`src/rtl/fb_loader_scanout_if.sv`:
```
// Bundle of ROM, RAM, VGA-timing and pixel signals around the frame-buffer controller.
// master = controller side, slave = memories / timing / RGB side.
interface fb_loader_scanout_if #(
   parameter int DATA_WIDTH = 8,
   parameter int ADDR_WIDTH = 19
);
   logic                  start_i_fb;
   logic                  rom_re_o;
   logic [ADDR_WIDTH-1:0] rom_addr_o;
   logic [DATA_WIDTH-1:0] rom_data_i;
   logic                  ram_we_o;
   logic                  ram_re_o;
   logic [ADDR_WIDTH-1:0] ram_addr_o;
   logic [DATA_WIDTH-1:0] ram_data_o;
   logic [DATA_WIDTH-1:0] ram_data_i;
   logic                  p_tick_i;
   logic                  video_on_i;
   logic                  frame_start_i;
   logic [DATA_WIDTH-1:0] pix_data_o;
   logic                  pix_valid_o;
   logic                  load_done_o;
   logic                  busy_o;
   logic [1:0]            state_o;

   modport master (
      input  start_i_fb, rom_data_i, ram_data_i, p_tick_i, video_on_i, frame_start_i,
      output rom_re_o, rom_addr_o, ram_we_o, ram_re_o, ram_addr_o, ram_data_o,
             pix_data_o, pix_valid_o, load_done_o, busy_o, state_o
   );

   modport slave (
      output start_i_fb, rom_data_i, ram_data_i, p_tick_i, video_on_i, frame_start_i,
      input  rom_re_o, rom_addr_o, ram_we_o, ram_re_o, ram_addr_o, ram_data_o,
             pix_data_o, pix_valid_o, load_done_o, busy_o, state_o
   );
endinterface

```
`src/rtl/fb_loader_scanout.sv`:
```
// Frame-buffer controller: copies ROM into frame RAM, then scans RAM out in raster order.
// Define FB_RELOAD_EN to allow start_i_fb in SCAN to trigger a reload at the next frame start.
module fb_loader_scanout #(
   parameter int DATA_WIDTH = 8,
   parameter int H_RES      = 640,
   parameter int V_RES      = 480,
   parameter int RAM_DEPTH  = H_RES * V_RES,
   parameter int ADDR_WIDTH = $clog2(RAM_DEPTH)
) (
   input  logic                 clk_i_fb,
   input  logic                 rstn_i_fb,
   fb_loader_scanout_if.master  fb
);
   typedef enum logic [1:0] {IDLE = 2'd0, LOAD = 2'd1, SCAN = 2'd2} state_t;

   localparam logic [ADDR_WIDTH:0]   LOAD_LAST = (ADDR_WIDTH + 1)'(RAM_DEPTH);
   localparam logic [ADDR_WIDTH:0]   LOAD_ONE  = (ADDR_WIDTH + 1)'(1);
   localparam logic [ADDR_WIDTH-1:0] SCAN_LAST = ADDR_WIDTH'(RAM_DEPTH - 1);
   localparam logic [ADDR_WIDTH-1:0] ADDR_ONE  = ADDR_WIDTH'(1);

   state_t                state_reg, state_next;
   logic [ADDR_WIDTH:0]   load_cnt_reg, load_cnt_next;
   logic [ADDR_WIDTH-1:0] scan_cnt_reg, scan_cnt_next;
   logic                  pix_valid_reg, pix_valid_next;
   logic [ADDR_WIDTH-1:0] scan_addr;
   logic                  rd;
   logic                  reload_go;

`ifdef FB_RELOAD_EN
   logic reload_pending_reg;

   always_ff @(posedge clk_i_fb or negedge rstn_i_fb) begin
      if (!rstn_i_fb) begin
         reload_pending_reg <= 1'b0;
      end else if (state_reg == SCAN && fb.start_i_fb) begin
         reload_pending_reg <= 1'b1;
      end else if (state_reg == LOAD && state_next == SCAN) begin
         reload_pending_reg <= 1'b0;
      end
   end

   assign reload_go = (state_reg == SCAN) && fb.frame_start_i && reload_pending_reg;
`else
   assign reload_go = 1'b0;
`endif

   // A reload-triggering frame start suppresses the read so no pixel leaks into LOAD.
   assign rd        = fb.video_on_i & fb.p_tick_i & ~reload_go;
   assign scan_addr = fb.frame_start_i ? '0 : scan_cnt_reg;

   always_ff @(posedge clk_i_fb or negedge rstn_i_fb) begin
      if (!rstn_i_fb) begin
         state_reg     <= IDLE;
         load_cnt_reg  <= '0;
         scan_cnt_reg  <= '0;
         pix_valid_reg <= 1'b0;
      end else begin
         state_reg     <= state_next;
         load_cnt_reg  <= load_cnt_next;
         scan_cnt_reg  <= scan_cnt_next;
         pix_valid_reg <= pix_valid_next;
      end
   end

   always_comb begin
      state_next     = state_reg;
      load_cnt_next  = '0;
      scan_cnt_next  = scan_cnt_reg;
      pix_valid_next = 1'b0;
      fb.rom_re_o    = 1'b0;
      fb.rom_addr_o  = '0;
      fb.ram_we_o    = 1'b0;
      fb.ram_re_o    = 1'b0;
      fb.ram_addr_o  = '0;
      fb.ram_data_o  = '0;
      fb.load_done_o = 1'b0;

      case (state_reg)
         IDLE: begin
            scan_cnt_next = '0;
            if (fb.start_i_fb) begin
               state_next = LOAD;
            end
         end
         LOAD: begin
            scan_cnt_next = '0;
            load_cnt_next = load_cnt_reg + LOAD_ONE;
            if (load_cnt_reg != LOAD_LAST) begin
               fb.rom_re_o   = 1'b1;
               fb.rom_addr_o = load_cnt_reg[ADDR_WIDTH-1:0];
            end
            // Write lags the ROM read by one clock, when its data arrives.
            if (load_cnt_reg != '0) begin
               fb.ram_we_o   = 1'b1;
               fb.ram_addr_o = load_cnt_reg[ADDR_WIDTH-1:0] - ADDR_ONE;
               fb.ram_data_o = fb.rom_data_i;
            end
            if (load_cnt_reg == LOAD_LAST) begin
               fb.load_done_o = 1'b1;
               load_cnt_next  = '0;
               state_next     = SCAN;
            end
         end
         SCAN: begin
            if (reload_go) begin
               scan_cnt_next = '0;
               state_next    = LOAD;
            end else begin
               fb.ram_re_o    = rd;
               fb.ram_addr_o  = scan_addr;
               pix_valid_next = rd;
               if (rd) begin
                  scan_cnt_next = (scan_addr == SCAN_LAST) ? '0 : scan_addr + ADDR_ONE;
               end else if (fb.frame_start_i) begin
                  scan_cnt_next = '0;
               end
            end
         end
         default: state_next = IDLE;
      endcase
   end

   assign fb.pix_valid_o = pix_valid_reg;
   assign fb.pix_data_o  = pix_valid_reg ? fb.ram_data_i : '0;
   assign fb.busy_o      = (state_reg == LOAD);
   assign fb.state_o     = state_reg;
endmodule

```
`src/flat_wrapper.sv`:
```
// flat-port wrapper written by rule: the top's interface ports become plain ports
module fb_loader_scanout_flat 
#(
   parameter int DATA_WIDTH = 8,
   parameter int H_RES      = 640,
   parameter int V_RES      = 480,
   parameter int RAM_DEPTH  = H_RES * V_RES,
   parameter int ADDR_WIDTH = $clog2(RAM_DEPTH)
)
  (clk_i_fb, rstn_i_fb, fb_start_i_fb, fb_rom_data_i, fb_ram_data_i, fb_p_tick_i, fb_video_on_i, fb_frame_start_i, fb_rom_re_o, fb_rom_addr_o, fb_ram_we_o, fb_ram_re_o, fb_ram_addr_o, fb_ram_data_o, fb_pix_data_o, fb_pix_valid_o, fb_load_done_o, fb_busy_o, fb_state_o);
  fb_loader_scanout_if #(.DATA_WIDTH(DATA_WIDTH), .ADDR_WIDTH(ADDR_WIDTH)) fb_i ();
  input  logic clk_i_fb;
  input  logic rstn_i_fb;
  input wire logic [$bits(fb_i.start_i_fb)-1:0] fb_start_i_fb;
  input wire logic [$bits(fb_i.rom_data_i)-1:0] fb_rom_data_i;
  input wire logic [$bits(fb_i.ram_data_i)-1:0] fb_ram_data_i;
  input wire logic [$bits(fb_i.p_tick_i)-1:0] fb_p_tick_i;
  input wire logic [$bits(fb_i.video_on_i)-1:0] fb_video_on_i;
  input wire logic [$bits(fb_i.frame_start_i)-1:0] fb_frame_start_i;
  output wire logic [$bits(fb_i.rom_re_o)-1:0] fb_rom_re_o;
  output wire logic [$bits(fb_i.rom_addr_o)-1:0] fb_rom_addr_o;
  output wire logic [$bits(fb_i.ram_we_o)-1:0] fb_ram_we_o;
  output wire logic [$bits(fb_i.ram_re_o)-1:0] fb_ram_re_o;
  output wire logic [$bits(fb_i.ram_addr_o)-1:0] fb_ram_addr_o;
  output wire logic [$bits(fb_i.ram_data_o)-1:0] fb_ram_data_o;
  output wire logic [$bits(fb_i.pix_data_o)-1:0] fb_pix_data_o;
  output wire logic [$bits(fb_i.pix_valid_o)-1:0] fb_pix_valid_o;
  output wire logic [$bits(fb_i.load_done_o)-1:0] fb_load_done_o;
  output wire logic [$bits(fb_i.busy_o)-1:0] fb_busy_o;
  output wire logic [$bits(fb_i.state_o)-1:0] fb_state_o;
  assign fb_i.start_i_fb = fb_start_i_fb;
  assign fb_i.rom_data_i = fb_rom_data_i;
  assign fb_i.ram_data_i = fb_ram_data_i;
  assign fb_i.p_tick_i = fb_p_tick_i;
  assign fb_i.video_on_i = fb_video_on_i;
  assign fb_i.frame_start_i = fb_frame_start_i;
  assign fb_rom_re_o = fb_i.rom_re_o;
  assign fb_rom_addr_o = fb_i.rom_addr_o;
  assign fb_ram_we_o = fb_i.ram_we_o;
  assign fb_ram_re_o = fb_i.ram_re_o;
  assign fb_ram_addr_o = fb_i.ram_addr_o;
  assign fb_ram_data_o = fb_i.ram_data_o;
  assign fb_pix_data_o = fb_i.pix_data_o;
  assign fb_pix_valid_o = fb_i.pix_valid_o;
  assign fb_load_done_o = fb_i.load_done_o;
  assign fb_busy_o = fb_i.busy_o;
  assign fb_state_o = fb_i.state_o;
  fb_loader_scanout #(.DATA_WIDTH(DATA_WIDTH), .H_RES(H_RES), .V_RES(V_RES), .RAM_DEPTH(RAM_DEPTH), .ADDR_WIDTH(ADDR_WIDTH)) u_core (.clk_i_fb(clk_i_fb), .rstn_i_fb(rstn_i_fb), .fb(fb_i));
endmodule
```
`config.mk`:
```
export PLATFORM = sky130hd
export DESIGN_NAME = fb_loader_scanout_flat
export DESIGN_NICKNAME = d
export VERILOG_FILES = /design/src/rtl/fb_loader_scanout_if.sv /design/src/rtl/fb_loader_scanout.sv /design/src/flat_wrapper.sv
export SDC_FILE = /design/constraint.sdc
export NUM_CORES = 1
export LEC_CHECK = 0
export BUFFER_PORTS_ARGS = -buffer_cell sky130_fd_sc_hd__buf_4
export CORE_ASPECT_RATIO = 1.25
export CORE_MARGIN = 2
export CORE_UTILIZATION = 58
export DETAILED_ROUTE_END_ITERATION = 8
export PLACE_DENSITY = 0.86
export SYNTH_ARGS = -nofsm -noshare
export SYNTH_HDL_FRONTEND = slang
export SYNTH_SLANG_ARGS = --single-unit
```
`constraint.sdc`:
```
create_clock -name clk_i_fb -period 3.67 [get_ports clk_i_fb]
set_clock_uncertainty 0.15 [all_clocks]
set_input_delay 0.367 -clock clk_i_fb [delete_from_list [all_inputs] [get_ports clk_i_fb]]
set_output_delay 0.367 -clock clk_i_fb [all_outputs]
set_load 0.005 [all_outputs]
```
Word level (Yosys, flattened, before mapping)
Index checks and enable logic that the tools add are counted.

Register bits: 42. Input port bits: 22. Output and inout port bits: 62. Word-level logic and storage cells: 44.

Add/subtract/negate cells: 3. Eq/ne operators: 7. Muxes and demuxes: 23. Bitwise gates (word level): 2. Reduce and logical (&&, ||, !) cells: 5.

Operators by type and width (count): $mux 19 (6); $pmux 19 s2 (2); $mux 20 (2); $mux 8 (3); $add 20x1->20 const B (1); $eq 20x19->1 const B (1); $ne 20x19->1 const B (1); $reduce_bool 20->1 (1); $add 19x1->19 const B (1); $eq 19x19->1 const B (1); $sub 19x1->19 const B (1); $mux 1 (7); $pmux 2 s3 (1); $mux 2 (2); $reduce_and 3->1 (1); $eq 2x1->1 const B (1); $eq 2x2->1 const B (1); $logic_not 2->1 (1); $ne 2x1->1 const B (1); $ne 2x2->1 const B (1); $reduce_bool 2->1 (1); $reduce_or 2->1 (1); $and 1x1->1 (1); $not 1->1 (1).

Longest topological paths before layout
Depth after elaboration: 5. Depth in mapped cells: 9. Depth with buffers taken out: 7.

Worst setup path after synthesis
No wires, ideal clock.

Kind: input port to flip-flop. Start point: input fb_frame_start_i. End point: register u_core.scan_cnt_reg[18]. Setup time: 83 ps. Arrival: 2179 ps. Data required time: 3437 ps. Setup slack: 1258 ps. Cell stages on the path: 8. Path buffers: 1. Path through: clkbuf_1 > nor2b_1 > ha_1 > nand4_1 > nor4b_4 > nand4_1 > or3b_2 > o21ai_0.

Word-level cells in the longest chain between the ends: 5. Elaborated cells between the ends (all ways): 6. Those cells by class: add/sub (1); eq/ne (1); mux (4).

RTL lines: start, declared (RTL line flat_wrapper.sv:19) `input wire logic [$bits(fb_i.frame_start_i)-1:0] fb_frame_start_i;`; $mux 19 *; $add 19x1->19 / $eq 19x19->1 (equally long branches) (RTL line fb_loader_scanout.sv:113) `scan_cnt_next = (scan_addr == SCAN_LAST) ? '0 : scan_addr + ADDR_ONE;`; $mux 19 (RTL line fb_loader_scanout.sv:113); $mux 19 * (RTL line fb_loader_scanout.sv:112) `if (rd) begin`; $pmux 19 s2 * (RTL line fb_loader_scanout.sv:78) `case (state_reg)`; end signal, assigned (RTL line fb_loader_scanout.sv:60) `scan_cnt_reg <= scan_cnt_next;`; end, declared (RTL line fb_loader_scanout.sv:23) `logic [ADDR_WIDTH-1:0] scan_cnt_reg, scan_cnt_next;`.

Mark *: on every way between the ends. The rest lies on a longest branch, timed or not. A chain may end at the register's enable or synchronous reset.

Worst setup path in the final report
Start point: register u_core.load_cnt_reg[0]. End point: output fb_ram_addr_o[13].

Word-level cells in the longest chain between the ends: 3. Elaborated cells between the ends (all ways): 4. Those cells by class: add/sub (1); mux (2); reduce/logical (1).

RTL lines: start, declared (RTL line fb_loader_scanout.sv:22) `logic [ADDR_WIDTH:0] load_cnt_reg, load_cnt_next;`; start signal, assigned (RTL line fb_loader_scanout.sv:59) `load_cnt_reg <= load_cnt_next;`; $sub 19x1->19 / $reduce_bool 20->1 (equally long branches) (RTL line fb_loader_scanout.sv:95, fb_loader_scanout.sv:93); $mux 19 * (RTL line fb_loader_scanout.sv:93) `if (load_cnt_reg != '0) begin`; $pmux 19 s2 * (RTL line fb_loader_scanout.sv:78); end, declared (RTL line flat_wrapper.sv:24) `output wire logic [$bits(fb_i.ram_addr_o)-1:0] fb_ram_addr_o;`.

Marks and branches as above.

==> impl_table.tex <==
\begin{tabular}{lr}
\hline
Metric & Value \\
\hline
\multicolumn{2}{l}{\textbf{Timing}} \\
\quad Fin Setup TNS & 0 ps \\
\quad Slew HR & 47.6\% \\
\quad Count of pins over their slew limit & 0 \\
\quad Measured slew at the worst slew-check pin & 786 ps \\
\quad Final setup slack of the worst path & between 400 and 500 ps \\
\quad RSZ-0062 raised after global routing & false \\
\quad Fin crit period & 3210 ps \\
\quad Fin crit share & 87.5\% \\
\quad Setup Viol. Count Final & 0 \\
\quad Final Hold Violating Endpoints & 0 \\
\quad Achievable clock frequency & roughly 310 MHz \\
\multicolumn{2}{l}{\textbf{Final layout}} \\
\quad Post-route insts no fill & about 530 \\
\quad Fill cell instance count of the final layout & 435 \\
\quad Final net count & roughly 500 \\
\quad Count of inserted antenna diode cells & 0 \\
\quad Max FFs per register & 20 \\
\quad Share of cells above drive strength 1 & approximately a quarter \\
\quad Final standard cell utilization of the core & between 70\% and 80\% \\
\quad Relative area change from synthesis to final layout & 20.8\% \\
\multicolumn{2}{l}{\textbf{Worst setup path}} \\
\quad Worst-case register-to-register setup slack & between 1000 and 1500 ps \\
\quad Delay of the slowest critical-path stage & roughly 630 ps \\
\quad Buffers and inverters on the worst path & 2 \\
\quad Top Family by Delay on Critical Path & compound AO/OA/AOI/OAI gates \\
\quad Largest fanout of any net on the critical path & 23 \\
\quad Slowest-stage cell, CP & sky130\_fd\_sc\_hd\_\_o31a\_1 \\
\quad Worst EP arrival & $\sim$2700 ps \\
\quad Length in cells of the worst reg-to-reg path & 8 \\
\quad Setup crit start kind & flip-flop \\
\quad Capture instance of the worst register-to-register path & u\_core.scan\_cnt\_reg[10]\$\_DFFE\_PN0P\_ \\
\quad Origin of the critical flop-to-flop path & u\_core.scan\_cnt\_reg[0]\$\_DFFE\_PN0P\_ \\
\quad Category of the critical setup timing path & flip-flop to output pin \\
\quad Sequence of cells on the critical path & inv\_1 > ha\_1 > nor3b\_1 > nand4\_1 > o31a\_1 > nand2\_1 > o21ai\_0 > buf\_4 \\
\quad Endpoint required time on the critical path & around 3200 ps \\
\quad Kind of capture point of the worst setup path & output pin \\
\multicolumn{2}{l}{\textbf{Clock tree}} \\
\quad CTS tree & built \\
\quad Longest Clk Path Bufs & 2 \\
\quad H-tree lvl count & 2 \\
\quad Quantity of hold-fixing buffers added after cts & 1 \\
\quad Clock Root Buffer & sky130\_fd\_sc\_hd\_\_clkbuf\_8 \\
\quad Latest clock arrival within the worst-skew pair & about 300 ps \\
\quad Total clock buffers created by CTS & 5 \\
\quad Clock-pin transition on the worst setup and hold timing paths & 80 ps \\
\quad Gates resized, CTS repair & 0 \\
\quad Postcts setup bufs & 0 \\
\quad TritonCTS Sinks & 42 \\
\multicolumn{2}{l}{\textbf{Power and ir drop}} \\
\quad Sequential cell fraction of total power & 58.4\% \\
\quad Power share of the combinational group & around 5.5\% \\
\quad Switching share of total power & approximately 22\% \\
\quad Largest voltage drop on the vdd net & $\sim$0.20 mV \\
\quad Internal portion of total power & roughly 0.00061 W \\
\quad Clk network pwr share & 36.1\% \\
\quad Static leakage power & roughly 1.8 nW \\
\quad Total power per unit cell area & roughly 200 nW/µm² \\
\quad Psw & around 0.00018 W \\
\quad Power after layout & $\sim$0.0008 W \\
\multicolumn{2}{l}{\textbf{Logic synthesis}} \\
\quad Synthesized area & around 3300 µm² \\
\quad Number of nets produced by synthesis & 433 \\
\quad Share of flip-flops with an asynchronous set or reset & 100\% \\
\quad Warning count from the yosys run & 0 \\
\quad Dominant synthesized flop cell & sky130\_fd\_sc\_hd\_\_dfrtp\_1 \\
\quad Mux cell area share after synthesis & 0.609\% \\
\quad Portion of the post-synthesis area used by sequential elements & between 30\% and 40\% \\
\quad Synthesized-area fraction occupied by and/or/nand/nor cells & 35.3\% \\
\quad Synth Area in XOR/XNOR & between 8 and 9\% \\
\quad Post-synthesis compound-gate area fraction & 14.1\% \\
\quad Syn Area/Cell & 8.18 µm² \\
\quad Number of register bits inferred by synthesis & 42 \\
\quad Largest family of logic cells by synthesized area & simple AND/OR/NAND/NOR gates \\
\quad Arithmetic-cell share of the synthesized area counting full adders, half adders and majority gates & 3.42\% \\
\quad EDFF count, synth & 0 \\
\quad Post-Syn Instances & approximately 400 \\
\quad Count of different cell masters after synthesis & between 50 and 60 \\
\multicolumn{2}{l}{\textbf{GRT}} \\
\quad Vias in the first global route & 3,028 \\
\quad Number of antenna violations at the first check in global routing & 0 \\
\quad Largest net degree at the start of global routing & 43 \\
\quad Grt total ovfl & 0 \\
\quad GRT Resource Usage Total & between 20 and 30\% \\
\quad First-pass GRT wire length & 14,100 µm \\
\multicolumn{2}{l}{\textbf{Detailed routing}} \\
\quad Via-to-Cell Ratio & approximately 5.9 \\
\quad DRT Pass-1 Iters & 5 \\
\quad Routed wire per std cell & 15.9 µm \\
\quad Final ANT Viol Nets & 0 \\
\quad DRC violation count after routing & 0 \\
\quad Starting DRC count in detailed routing & between 300 and 400 \\
\quad Routed WL & 8430 µm \\
\quad Via count & roughly 3,100 \\
\multicolumn{2}{l}{\textbf{Place}} \\
\quad Pre-CTS setup slack & a little under 800 ps \\
\quad Count of port buffers added during placement & just over 80 \\
\quad GP Congestion & about 0.82 \\
\quad HPWL after detailed placement & between 6000 and 7000 µm \\
\quad DP Cell Count & around 520 \\
\multicolumn{2}{l}{\textbf{Min path}} \\
\quad Hold Startpoint & fb\_p\_tick\_i \\
\quad Min-delay worst type & primary input to flip-flop \\
\quad Worst-case hold path end point & u\_core.fb.pix\_valid\_o\$\_DFF\_PN0\_ \\
\quad Worst hold path cell count & 2 \\
\multicolumn{2}{l}{\textbf{Die}} \\
\quad Number of top-level design ports & between 80 and 90 \\
\quad Starting utilization of the core area & slightly above 60\% \\
\quad Total Die Area & $\sim$6300 µm² \\
\quad Std-Cell Rows & 30 \\
\quad Total core area & 5440 µm² \\
\quad Floorplan die width & 71.4 µm \\
\quad Chip Height & just under 90 µm \\
\multicolumn{2}{l}{\textbf{Outcome}} \\
\quad Result of the run & completed \\
\multicolumn{2}{l}{\textbf{Run}} \\
\quad Number of maximum-capacitance constraint violations & 0 \\
\hline
\end{tabular}
-- power by group through the flow --
| stage | clock (W) | combinational (W) | sequential (W) |
|---|---|---|---|
| finish | 0.000285 | 0.0000438 | 0.000462 |
| global route | 0.000306 | 0.0000485 | 0.000462 |
| CTS | 0.000287 | 0.0000446 | 0.000462 |
| detailed placement | 0 | 0.0000438 | 0.000472 |
| global placement | 0 | 0.0000431 | 0.000472 |
| floorplan | 0 | 0.00000877 | 0.000472 |
-- area by class of cell --
| type | instances | area, µm² | share of cell area (%) |
|---|---|---|---|
| multi-input cells | 312 | 2040 | 51.3 |
| flip-flops and latches | 42 | 1050 | 26.4 |
| repair buffers | 87 | 656 | 16.5 |
| well taps | 64 | 80.1 | 2.01 |
| inverters | 19 | 71.3 | 1.79 |
| clock buffers | 5 | 68.8 | 1.73 |
| clock inverters | 2 | 10.0 | 0.252 |
-- worst reg2reg max path, stage by stage (launching register included) --
cell,delay (ps)
sky130_fd_sc_hd__dfrtp_1,400
sky130_fd_sc_hd__nor2b_1,170
sky130_fd_sc_hd__ha_1,270
sky130_fd_sc_hd__nand4_1,220
sky130_fd_sc_hd__nor4_4,90
sky130_fd_sc_hd__a211oi_2,560
sky130_fd_sc_hd__buf_4,280
sky130_fd_sc_hd__or3b_1,370
sky130_fd_sc_hd__nand3_1,100
-- through the flow --
step | area [µm²] | hold WS [ps]
finish | 3980 | 223
global route | 3980 | 252
CTS | 3980 | 220
detailed placement | 3890 | 241
global placement | 3890 | 235
floorplan | 3290 | -78.6
-- cells in the final DEF (no fill, tap or decap), drive strengths merged, types with 2 or more instances in the layout --
master	count
nand4	13
xnor2	18
and2	34
a211oi	2
nor3b	3
o22ai	2
mux2i	2
and4	2
a21o	2
ha	9
xor2	14
and3	6
nand3	22
a221o	2
or3	5
clkinv	2
clkbuf	5
nand2	28
o32ai	3
o31ai	2
nand3b	3
a22oi	10
nor2	36
or3b	2
a21oi	19
or2	4
o21ai	21
nor4	5
inv	19
nor3	9
a21boi	3
nor2b	15
buf	86
nor4b	4
dfrtp	42
nand2b	2
nand4b	3
-- how the worst max path moves through the flow --
stage | startpoint | end | depth (start not counted)
after floorplan | fb_frame_start_i | u_core.scan_cnt_reg[18]$_DFFE_PN0P_ | 8
final | u_core.load_cnt_reg[0]$_DFF_PN0_ | fb_ram_addr_o[13] | 8
after CTS | u_core.load_cnt_reg[0]$_DFF_PN0_ | fb_ram_addr_o[14] | 8
after global routing | u_core.load_cnt_reg[0]$_DFF_PN0_ | fb_ram_addr_o[14] | 8
after global placement | u_core.load_cnt_reg[0]$_DFF_PN0_ | fb_ram_addr_o[13] | 8
after detailed placement | u_core.load_cnt_reg[0]$_DFF_PN0_ | fb_ram_addr_o[14] | 8
-- cell families after synthesis --
kind of cell,count (synthesis)
compound gates,72
xor+xnor,32
fa+ha+maj,9
buf+inv,48
flops,42
mux,2
simple gates,197
-- per-layer routing --
metal | share of wire, % | wire (µm) | track usage [%]
met1 | 39 | 3310 | 32.7
met3 | 5.9 | 495 | 4.49
met5 | 0 | 0 | 0
met2 | 54 | 4510 | 51.4
met4 | 1.3 | 112 | 8.40
-- cells in the mapped netlist, types with 6 or more instances --
cell / n / share of area, %
sky130_fd_sc_hd__o21ai_0: 18 / 2.7
sky130_fd_sc_hd__buf_2: 13 / 2.0
sky130_fd_sc_hd__inv_1: 18 / 2.1
sky130_fd_sc_hd__xor2_1: 14 / 3.7
sky130_fd_sc_hd__clkbuf_1: 14 / 1.6
sky130_fd_sc_hd__nor2b_1: 15 / 2.9
sky130_fd_sc_hd__nor2_1: 36 / 4.1
sky130_fd_sc_hd__ha_1: 9 / 3.4
sky130_fd_sc_hd__nand3_1: 20 / 3.0
sky130_fd_sc_hd__and2_1: 33 / 6.3
sky130_fd_sc_hd__dfrtp_1: 42 / 32
sky130_fd_sc_hd__nor3_1: 9 / 1.4
sky130_fd_sc_hd__nand2_1: 28 / 3.2
sky130_fd_sc_hd__nand4_1: 13 / 2.5
sky130_fd_sc_hd__a22oi_1: 10 / 2.3
sky130_fd_sc_hd__and3_1: 6 / 1.1
sky130_fd_sc_hd__xnor2_1: 18 / 4.8
sky130_fd_sc_hd__a21oi_1: 19 / 2.9
Power figures use the tool's default switching activity.
